**config.mk**
```make
export PLATFORM = sky130hd
export DESIGN_NAME = weights_stream_rom
export DESIGN_NICKNAME = d
export VERILOG_FILES = /design/src/rtl/nar_pkg.sv /design/src/rtl/weights_skid_buf.sv /design/src/rtl/weights_stream_rom.sv
export SDC_FILE = /design/constraint.sdc
export NUM_CORES = 2
export LEC_CHECK = 0
export CAP_MARGIN = 5
export CORE_MARGIN = 1.5
export CORE_UTILIZATION = 63
export DETAILED_ROUTE_END_ITERATION = 7
export PLACE_DENSITY = 0.79
export REMOVE_ABC_BUFFERS = 1
export SLEW_MARGIN = 20
export SYNTH_ARGS = -nofsm -noshare
export SYNTH_HDL_FRONTEND = slang
export SYNTH_SLANG_ARGS = --single-unit
```
**constraint.sdc**
```tcl
create_clock -name clk -period 2.71 [get_ports clk]
set_input_delay 0.271 -clock clk [delete_from_list [all_inputs] [get_ports clk]]
set_output_delay 0.271 -clock clk [all_outputs]
set_load 0.1 [all_outputs]
```
**src/rtl/nar_pkg.sv**
```systemverilog
// rtl/nar_pkg.sv - shared FSM state type and default weight-store dimensions.
package nar_pkg;

  typedef enum logic [1:0] {
    IDLE,
    RUN,
    DRAIN
  } state_t;

  localparam int WEIGHT_W     = 8;
  localparam int WEIGHT_DEPTH = 256;

endpackage

```
**src/rtl/weights_skid_buf.sv**
```systemverilog
// rtl/weights_skid_buf.sv - 2-entry valid/ready buffer with bypass when empty.
module weights_skid_buf #(
  parameter int DATA_W = 8
) (
  input  logic              clk,
  input  logic              rst,
  input  logic              in_valid,
  input  logic [DATA_W-1:0] in_data,
  output logic              out_valid,
  input  logic              out_ready,
  output logic [DATA_W-1:0] out_data,
  output logic              almost_full,
  output logic              empty_next
);

  logic [1:0]        count;
  logic [1:0]        count_next;
  logic [DATA_W-1:0] e0;
  logic [DATA_W-1:0] e1;
  logic              push;
  logic              pop;

  // Input cannot be refused; the producer must watch almost_full before issuing.
  always_comb begin
    pop         = (count != 2'd0) && out_ready;
    push        = in_valid && !((count == 2'd0) && out_ready);
    count_next  = count + {1'b0, push} - {1'b0, pop};
    almost_full = count_next[1];
    empty_next  = (count_next == 2'd0);
    out_valid   = (count != 2'd0) || in_valid;
    out_data    = (count != 2'd0) ? e0 : in_data;
  end

  always_ff @(posedge clk) begin
    if (rst) begin
      count <= 2'd0;
      e0    <= '0;
      e1    <= '0;
    end else begin
      count <= count_next;
      case ({push, pop})
        2'b11: begin
          if (count == 2'd1) begin
            e0 <= in_data;
          end else begin
            e0 <= e1;
            e1 <= in_data;
          end
        end
        2'b01: e0 <= e1;
        2'b10: begin
          if (count == 2'd0) e0 <= in_data;
          else               e1 <= in_data;
        end
        default: ;
      endcase
    end
  end

endmodule

```
**src/rtl/weights_stream_rom.sv**
```systemverilog
// rtl/weights_stream_rom.sv - loadable weight RAM with burst read sequencer and valid/ready stream.
module weights_stream_rom
  import nar_pkg::*;
#(
  parameter int    DATA_W   = WEIGHT_W,
  parameter int    DEPTH    = WEIGHT_DEPTH,
  parameter int    ADDR_W   = 8,
  parameter int    LEN_W    = 9,
  parameter string INIT_HEX = ""
) (
  input  logic                     clk,
  input  logic                     rst,
  input  logic                     wr_en,
  input  logic [ADDR_W-1:0]        wr_addr,
  input  logic [DATA_W-1:0]        wr_data,
  input  logic                     start,
  input  logic [ADDR_W-1:0]        start_addr,
  input  logic [LEN_W-1:0]         burst_len,
  output logic                     w_valid,
  input  logic                     w_ready,
  output logic signed [DATA_W-1:0] w_data,
  output logic                     busy,
  output logic                     done
);

  localparam logic [ADDR_W:0] DEPTH_V = (ADDR_W + 1)'(DEPTH);

  logic [DATA_W-1:0] mem [DEPTH];

  state_t            state;
  state_t            state_next;
  logic [ADDR_W-1:0] ptr;
  logic [ADDR_W-1:0] ptr_next;
  logic [LEN_W-1:0]  rem;
  logic [LEN_W-1:0]  rem_next;
  logic              done_next;
  logic              issue;
  logic              rd_valid;
  logic [DATA_W-1:0] rd_data;
  logic [DATA_W-1:0] skid_data;
  logic              almost_full;
  logic              empty_next;
  logic              wr_ok;
  logic              rd_in_range;
  logic              ptr_wrap;

  assign wr_ok       = wr_en && ({1'b0, wr_addr} < DEPTH_V);
  assign rd_in_range = {1'b0, ptr} < DEPTH_V;
  assign ptr_wrap    = ({1'b0, ptr} == DEPTH_V - 1'b1);

  // Storage is deliberately outside the reset domain.
  always_ff @(posedge clk) begin
    if (wr_ok) mem[wr_addr] <= wr_data;
  end

  // Separate non-blocking read gives read-first behaviour on address collision.
  always_ff @(posedge clk) begin
    if (rst) begin
      rd_valid <= 1'b0;
      rd_data  <= '0;
    end else begin
      rd_valid <= issue;
      if (issue) rd_data <= rd_in_range ? mem[ptr] : '0;
    end
  end

  always_comb begin
    state_next = state;
    ptr_next   = ptr;
    rem_next   = rem;
    done_next  = 1'b0;
    issue      = 1'b0;
    case (state)
      IDLE: begin
        if (start) begin
          if (burst_len == '0) begin
            done_next = 1'b1;
          end else begin
            ptr_next   = start_addr;
            rem_next   = burst_len;
            state_next = RUN;
          end
        end
      end
      RUN: begin
        if (!almost_full) begin
          issue    = 1'b1;
          ptr_next = ptr_wrap ? '0 : ptr + 1'b1;
          rem_next = rem - 1'b1;
          if (rem == LEN_W'(1)) state_next = DRAIN;
        end
      end
      DRAIN: begin
        // empty_next already accounts for a transfer on this edge.
        if (empty_next) begin
          done_next  = 1'b1;
          state_next = IDLE;
        end
      end
      default: state_next = IDLE;
    endcase
  end

  always_ff @(posedge clk) begin
    if (rst) begin
      state <= IDLE;
      ptr   <= '0;
      rem   <= '0;
      done  <= 1'b0;
    end else begin
      state <= state_next;
      ptr   <= ptr_next;
      rem   <= rem_next;
      done  <= done_next;
    end
  end

  assign busy   = (state != IDLE);
  assign w_data = skid_data;

  weights_skid_buf #(
    .DATA_W(DATA_W)
  ) u_skid (
    .clk        (clk),
    .rst        (rst),
    .in_valid   (rd_valid),
    .in_data    (rd_data),
    .out_valid  (w_valid),
    .out_ready  (w_ready),
    .out_data   (skid_data),
    .almost_full(almost_full),
    .empty_next (empty_next)
  );

endmodule

```
* After elaboration in Yosys (flattened, before gate mapping)
Memories as Yosys holds them, arrays and structs flattened. A register that Yosys moved wholly into a read port is not among the register bits. Cells that the tools add are included.
Word-level totals: flip-flop bits (word level) 39, bits in writable memories 2048, input port bits 38, output and inout bits 11, logic and storage cells 77, memories 1
Memories:
- mem | words 256, width 8, read ports 1, clocked after memory_dff 1, write ports 1, RTL line weights_stream_rom.sv:28 | logic [DATA_W-1:0] mem [DEPTH];
Operators by class: add/sub/neg operators 4, equality and inequality tests 16, muxes and demuxes 30, reduce and logical (&&, ||, !) cells 18
Operators by type and width (count):
- 8-bit 2-to-1 mux | 9
- 8-bit case mux with 2 select lines | 2
- 9-bit 2-to-1 mux | 3
- 8-bit case mux with 3 select lines | 1
- 9-bit case mux with 2 select lines | 1
- 2-bit inequality test, second input constant | 7
- 2-bit 2-to-1 mux | 5
- 9-bit by 1-bit == test with 1-bit output, second input constant | 1
- 9-bit zero test | 1
- 9-bit by 1-bit subtractor with 9-bit output, second input constant | 1
- 8-bit by 1-bit adder with 8-bit output, second input constant | 1
- 8-bit == test, second input constant | 1
- 2-bit nonzero test | 4
- 1-bit 2-to-1 mux | 7
- 2-bit by 1-bit == test with 1-bit output, second input constant | 3
- 2-bit == test, second input constant | 3
- 2-bit zero test | 3
- 2-bit case mux with 3 select lines | 1
- 5-bit AND reduction | 1
- 4-bit AND reduction | 1
- 1-bit logical AND | 3
- 3-bit AND reduction | 1
- 3-bit nonzero test | 1
- 2-bit by 1-bit adder with 2-bit output | 1
- other kinds (6) | 6

* Longest topological paths before layout
depth after elaboration 9, depth in mapped cells 12, depth with buffers taken out 8

* By module
Synthesis repeated with hierarchy kept, for this count alone.
Unflattened totals: cells, all modules 4297, area total of the unflattened synthesis 82440.3 sq um
By module, submodules not included:
- weights_stream_rom | instances 1, cells an instance 4174, area an instance 81214.1 sq um
- weights_skid_buf | instances 1, cells an instance 123, area an instance 1226.2 sq um

* Worst setup path before layout
OpenSTA, ideal clock, no wires.
kind flip-flop to flip-flop, start reg u_skid.count[1], end reg ptr[7], setup time 0.086 ns, arrival time 2.366 ns, path slack 0.259 ns, cell stages (with the launch flop) 11, buffers on the path 2, clock period less this slack 2.451 ns, cells stage by stage dfxtp_1 nor2_1 buf_1 a21boi_0 ha_1 or3_1 a31oi_1 or3_1 clkbuf_1 nor2_1 a211oi_1
On the way: longest elaborated chain between the ends 8, elaborated cells on any way between the ends 10, those cells by class add/sub (2); eq/ne (1); reduce/logical (7)
Ends and longest elaborated chain:
- from (decl) | RTL line weights_skid_buf.sv:16 | logic [1:0] count;
- from (signal assigned) | RTL line weights_skid_buf.sv:40 | count <= count_next;
- 2-bit zero test | RTL line weights_skid_buf.sv:26 | push = in_valid && !((count == 2'd0) && out_ready);
- 1-bit logical AND | RTL line weights_skid_buf.sv:26
- 1-bit zero test | RTL line weights_skid_buf.sv:26
- 1-bit logical AND | RTL line weights_skid_buf.sv:26
- 2-bit by 1-bit adder with 2-bit output | RTL line weights_skid_buf.sv:27 | count_next = count + {1'b0, push} - {1'b0, pop};
- 2-bit by 1-bit subtractor with 2-bit output (*) | RTL line weights_skid_buf.sv:27
- 2-bit inequality test (no source line) (*)
- 4-bit AND reduction (no source line) (*)
- to (signal assigned) | RTL line weights_stream_rom.sv:112 | ptr <= ptr_next;
- to (decl) | RTL line weights_stream_rom.sv:32 | logic [ADDR_W-1:0] ptr;
Mark *: on every way between the ends. The rest lies on a longest branch, timed or not. A chain may end at the register's enable or synchronous reset.

==> flow_summary.ini <==
[synth]
synth_top_area_share_pct = 75.1
yosys_warnings = 0
syn_area_per_cell_um2 = 20.0
yosys.cell_types.count = 66
synth_common_cells = edfxtp_1 (2,048), mux4_2 (409), nor2_1 (306), mux2i_1 (229), clkbuf_1 (131)
synth-edff-count = 2048
syn_area_mm2 = 0.0819
async_flop_share_pct = 0
syn_inst = 4093
ys_ff_latch = 2095
synth_most_common_cell = edfxtp_1
synthTopCellsByArea = edfxtp_1 (75%), mux4_2 (11%), mux2i_1 (2.8%)
synth_area_leader_cell = edfxtp_1
synth_seq_area_share_pct = 76.3
synthFlopType = edfxtp_1

[cells_and_area]
final_util_pct = 75.5
design_area_mm2 = 0.0975
drive_gt1_share_pct = 32.7
syn2layout_area_growth_pct = 19.1
nets = 4903
n_fill_cell = 6475
ff_latch_area_mm2 = 0.0625
multi_input_area_mm2 = 0.0187

[timing]
worst_slack_ns = -0.558
finalSetupViolCount = 8
finalMaxSlewViolations = 0
hold_viol = 15
fin_crit_sh_pct = 121
worst_pin_slew_ns = 1.03
fmax_mhz = 306
hold_ws_ns = -0.0263
max_slew_margin_pct = 31.1
finalClockSkew_ns = 0.0375
rsz0062_at_grt = true
finalCriticalPeriod_ns = 3.27

[power]
ir_worst_vdd_mv = 0.890
finalPower_mw = 70.7
clock_power_share_pct = 38.9
power_density_mw_per_mm2 = 726
p_comb_share_pct = 10.5
seq_power_share_pct = 50.6
leakage_nw = 31.6
p_switching_mw = 16.4
switching_share_pct = 23.2
p_int_mw = 54.3

[status]
status = finished, violations left
violations = DRC, hold timing, setup timing

[setup_path]
cp_slowest_cell = a31oi_1
path_common_cell = buf_4
crit_family = compound AO/OA/AOI/OAI gates
critPathRequiredTime_ns = 3.47
reg2reg_depth = 10
rrSetupSlack_ns = -0.56
worstSetupEndpointType = flip-flop
timing.rr.end = rd_data[7]
slowest_delay_ns = 0.56
cp_cell_sequence = buf_12 > buf_16 > buf_4 > or3b_4 > o22ai_1 > a2111oi_2 > buf_4 > a31oi_1 > nand4_1 > o211ai_1
worst-path-buf-inv = 4
path_class = flip-flop to flip-flop
r2r-start = ptr[0]
crit_arrival_ns = 4.02
crit_fanout = 10
startpoint_type = flip-flop

[grt]
grt_pass1_wl_um = 320000
antenna_found_initial = 3
grt_max_degree = 126
overflow = 0
grt_pass1_vias = 47069
grt_usage_pct = 34.0

[route]
postRouteAntennaNets = 0
first_pass_iters = 8
route.vias.total = 47130
drt-initial-drc-count = 7576
vias_per_cell = 6.96
routed_wl_um = 230000
avgRoutedWirePerCell_um = 34.1
drc = 2

[floorplanning]
rows = 132
core_mm2 = 0.129
die-area_mm2 = 0.132
die_w_um = 363
die-height_um = 363
start_util_pct = 63.4
top_level_ports = 49

[place]
placedInstanceArea_mm2 = 0.0892
gp_congestion = 0.902
io_buffers = 48
dp_hpwl_um = 128000
dp_slack_ns = -0.666

[clock_network]
numCtsBuffers = 196
clkTransAtPathRegs_ns = 0.07
root_buffer = clkbuf_16
numClockSinks = 2095
cts_buffer_depth = 3
clkLatencyLatePin_ns = 0.83
cts.htree.levels = 4
cts_tree = yes

[min_path]
hold_path_end = mem[43][1]
hold_path_startpoint = wr_data[1]
hp-class = primary input to flip-flop
holdPathStages = 1

[job]
cap_viol_max_count = 0
## cells by family (layout without fill, tap and decap cells)
group,Yosys count,count (layout),share of synthesized area (%)
buf+inv,266,1198,1.84
simple gates,596,596,3.34
compound gates,448,448,3.80
fa+ha+maj,5,5,0.0734
xor+xnor,2,2,0.0214
mux,681,681,14.6
other cells,0,1,0
flops,2095,2095,76.3
## worst reg2reg max path: stages (launching register included)
cell and delay, ns:
dfxtp_4 0.38, buf_12 0.16, buf_16 0.18, buf_4 0.21
or3b_4 0.48, o22ai_1 0.35, a2111oi_2 0.13, buf_4 0.19
a31oi_1 0.56, nand4_1 0.39, o211ai_1 0.20
## through the flow
stage,setup TNS [ns],instances
finish,-1.74,6768
global route,-1.76,6767
CTS,-1.05,6721
detailed placement,-4.18,6332
global placement,-3.57,6332
floorplan,-352.61,3843
## timing repair
action	4_1_cts	5_1_grt
hold buffers	3	0
setup endpoints to repair	13	13
gates cloned	5	8
pin swaps	6	40
gates resized for setup	81	120
buffers inserted	19	40
hold endpoints to repair	111	0
## routing by layer
metal  track usage [%]  vias to the layer above  routed length (um)
met4              18.7                        2               15000
met2              54.8                     4054              113000
met5                 0                        -                  11
met1              43.7                    23736               74100
met3              7.27                      824               28800
li1                  -                    18514                   -
## placed cells by master (no fill, tap or decap), types with 28 or more instances in the layout
master           instances
o221ai_1                50
clkinv_1                54
dfxtp_1                 43
edfxtp_1              2048
clkbuf_1                40
clkbuf_16              209
nand4_1                 28
nor2_1                 304
buf_4                  664
nand3_1                 31
clkdlybuf4s50_1         29
o21ai_0                 35
o22ai_1                 95
nand2_1                 87
mux4_2                 409
mux2_2                  42
mux2i_1                229
clkinv_2                29
a211oi_1                29
a21oi_1                 63
buf_12                  69
## sequential cells by signal (all words and copies together), names as in the netlist, 2 cells and up
name,cells
rd_data,8
u_skid.e0,8
mem,2048
ptr,8
u_skid.e1,8
rem,9
u_skid.count,2
state,2
## power groups by stage
stage	registers, mW	clock network (mW)	logic (mW)
finish	35.8	27.5	7.45
CTS	35.8	27.4	6.81
floorplan	36.9	0	4.45
global placement	36.5	0	6.22
detailed placement	36.5	0	6.35
global route	35.8	28.7	7.65
## worst max path at each step
stage / startpoint / end / slack [ns] / depth (start not counted)
after floorplan: ptr[0] / rd_data[0] / -23.19 / 5
final: ptr[0] / rd_data[7] / -0.56 / 10
after global routing: ptr[0] / rd_data[7] / -0.51 / 10
after global placement: w_ready / ptr[1] / -0.70 / 11
after detailed placement: w_ready / ptr[1] / -0.67 / 10
after CTS: ptr[0] / rd_data[0] / -0.20 / 10
## layout make-up
class	instances	area share (%)
Clock buffer	244	5.36
Sequential cell	2095	64.1
Clock inverter	118	1.13
Multi-Input combinational cell	1732	19.2
Tap cell	1742	2.24
Timing Repair Buffer	820	7.95
Inverter	16	0.0629
Antenna cell	1	0.00257
(Power assumes the default switching activity.)
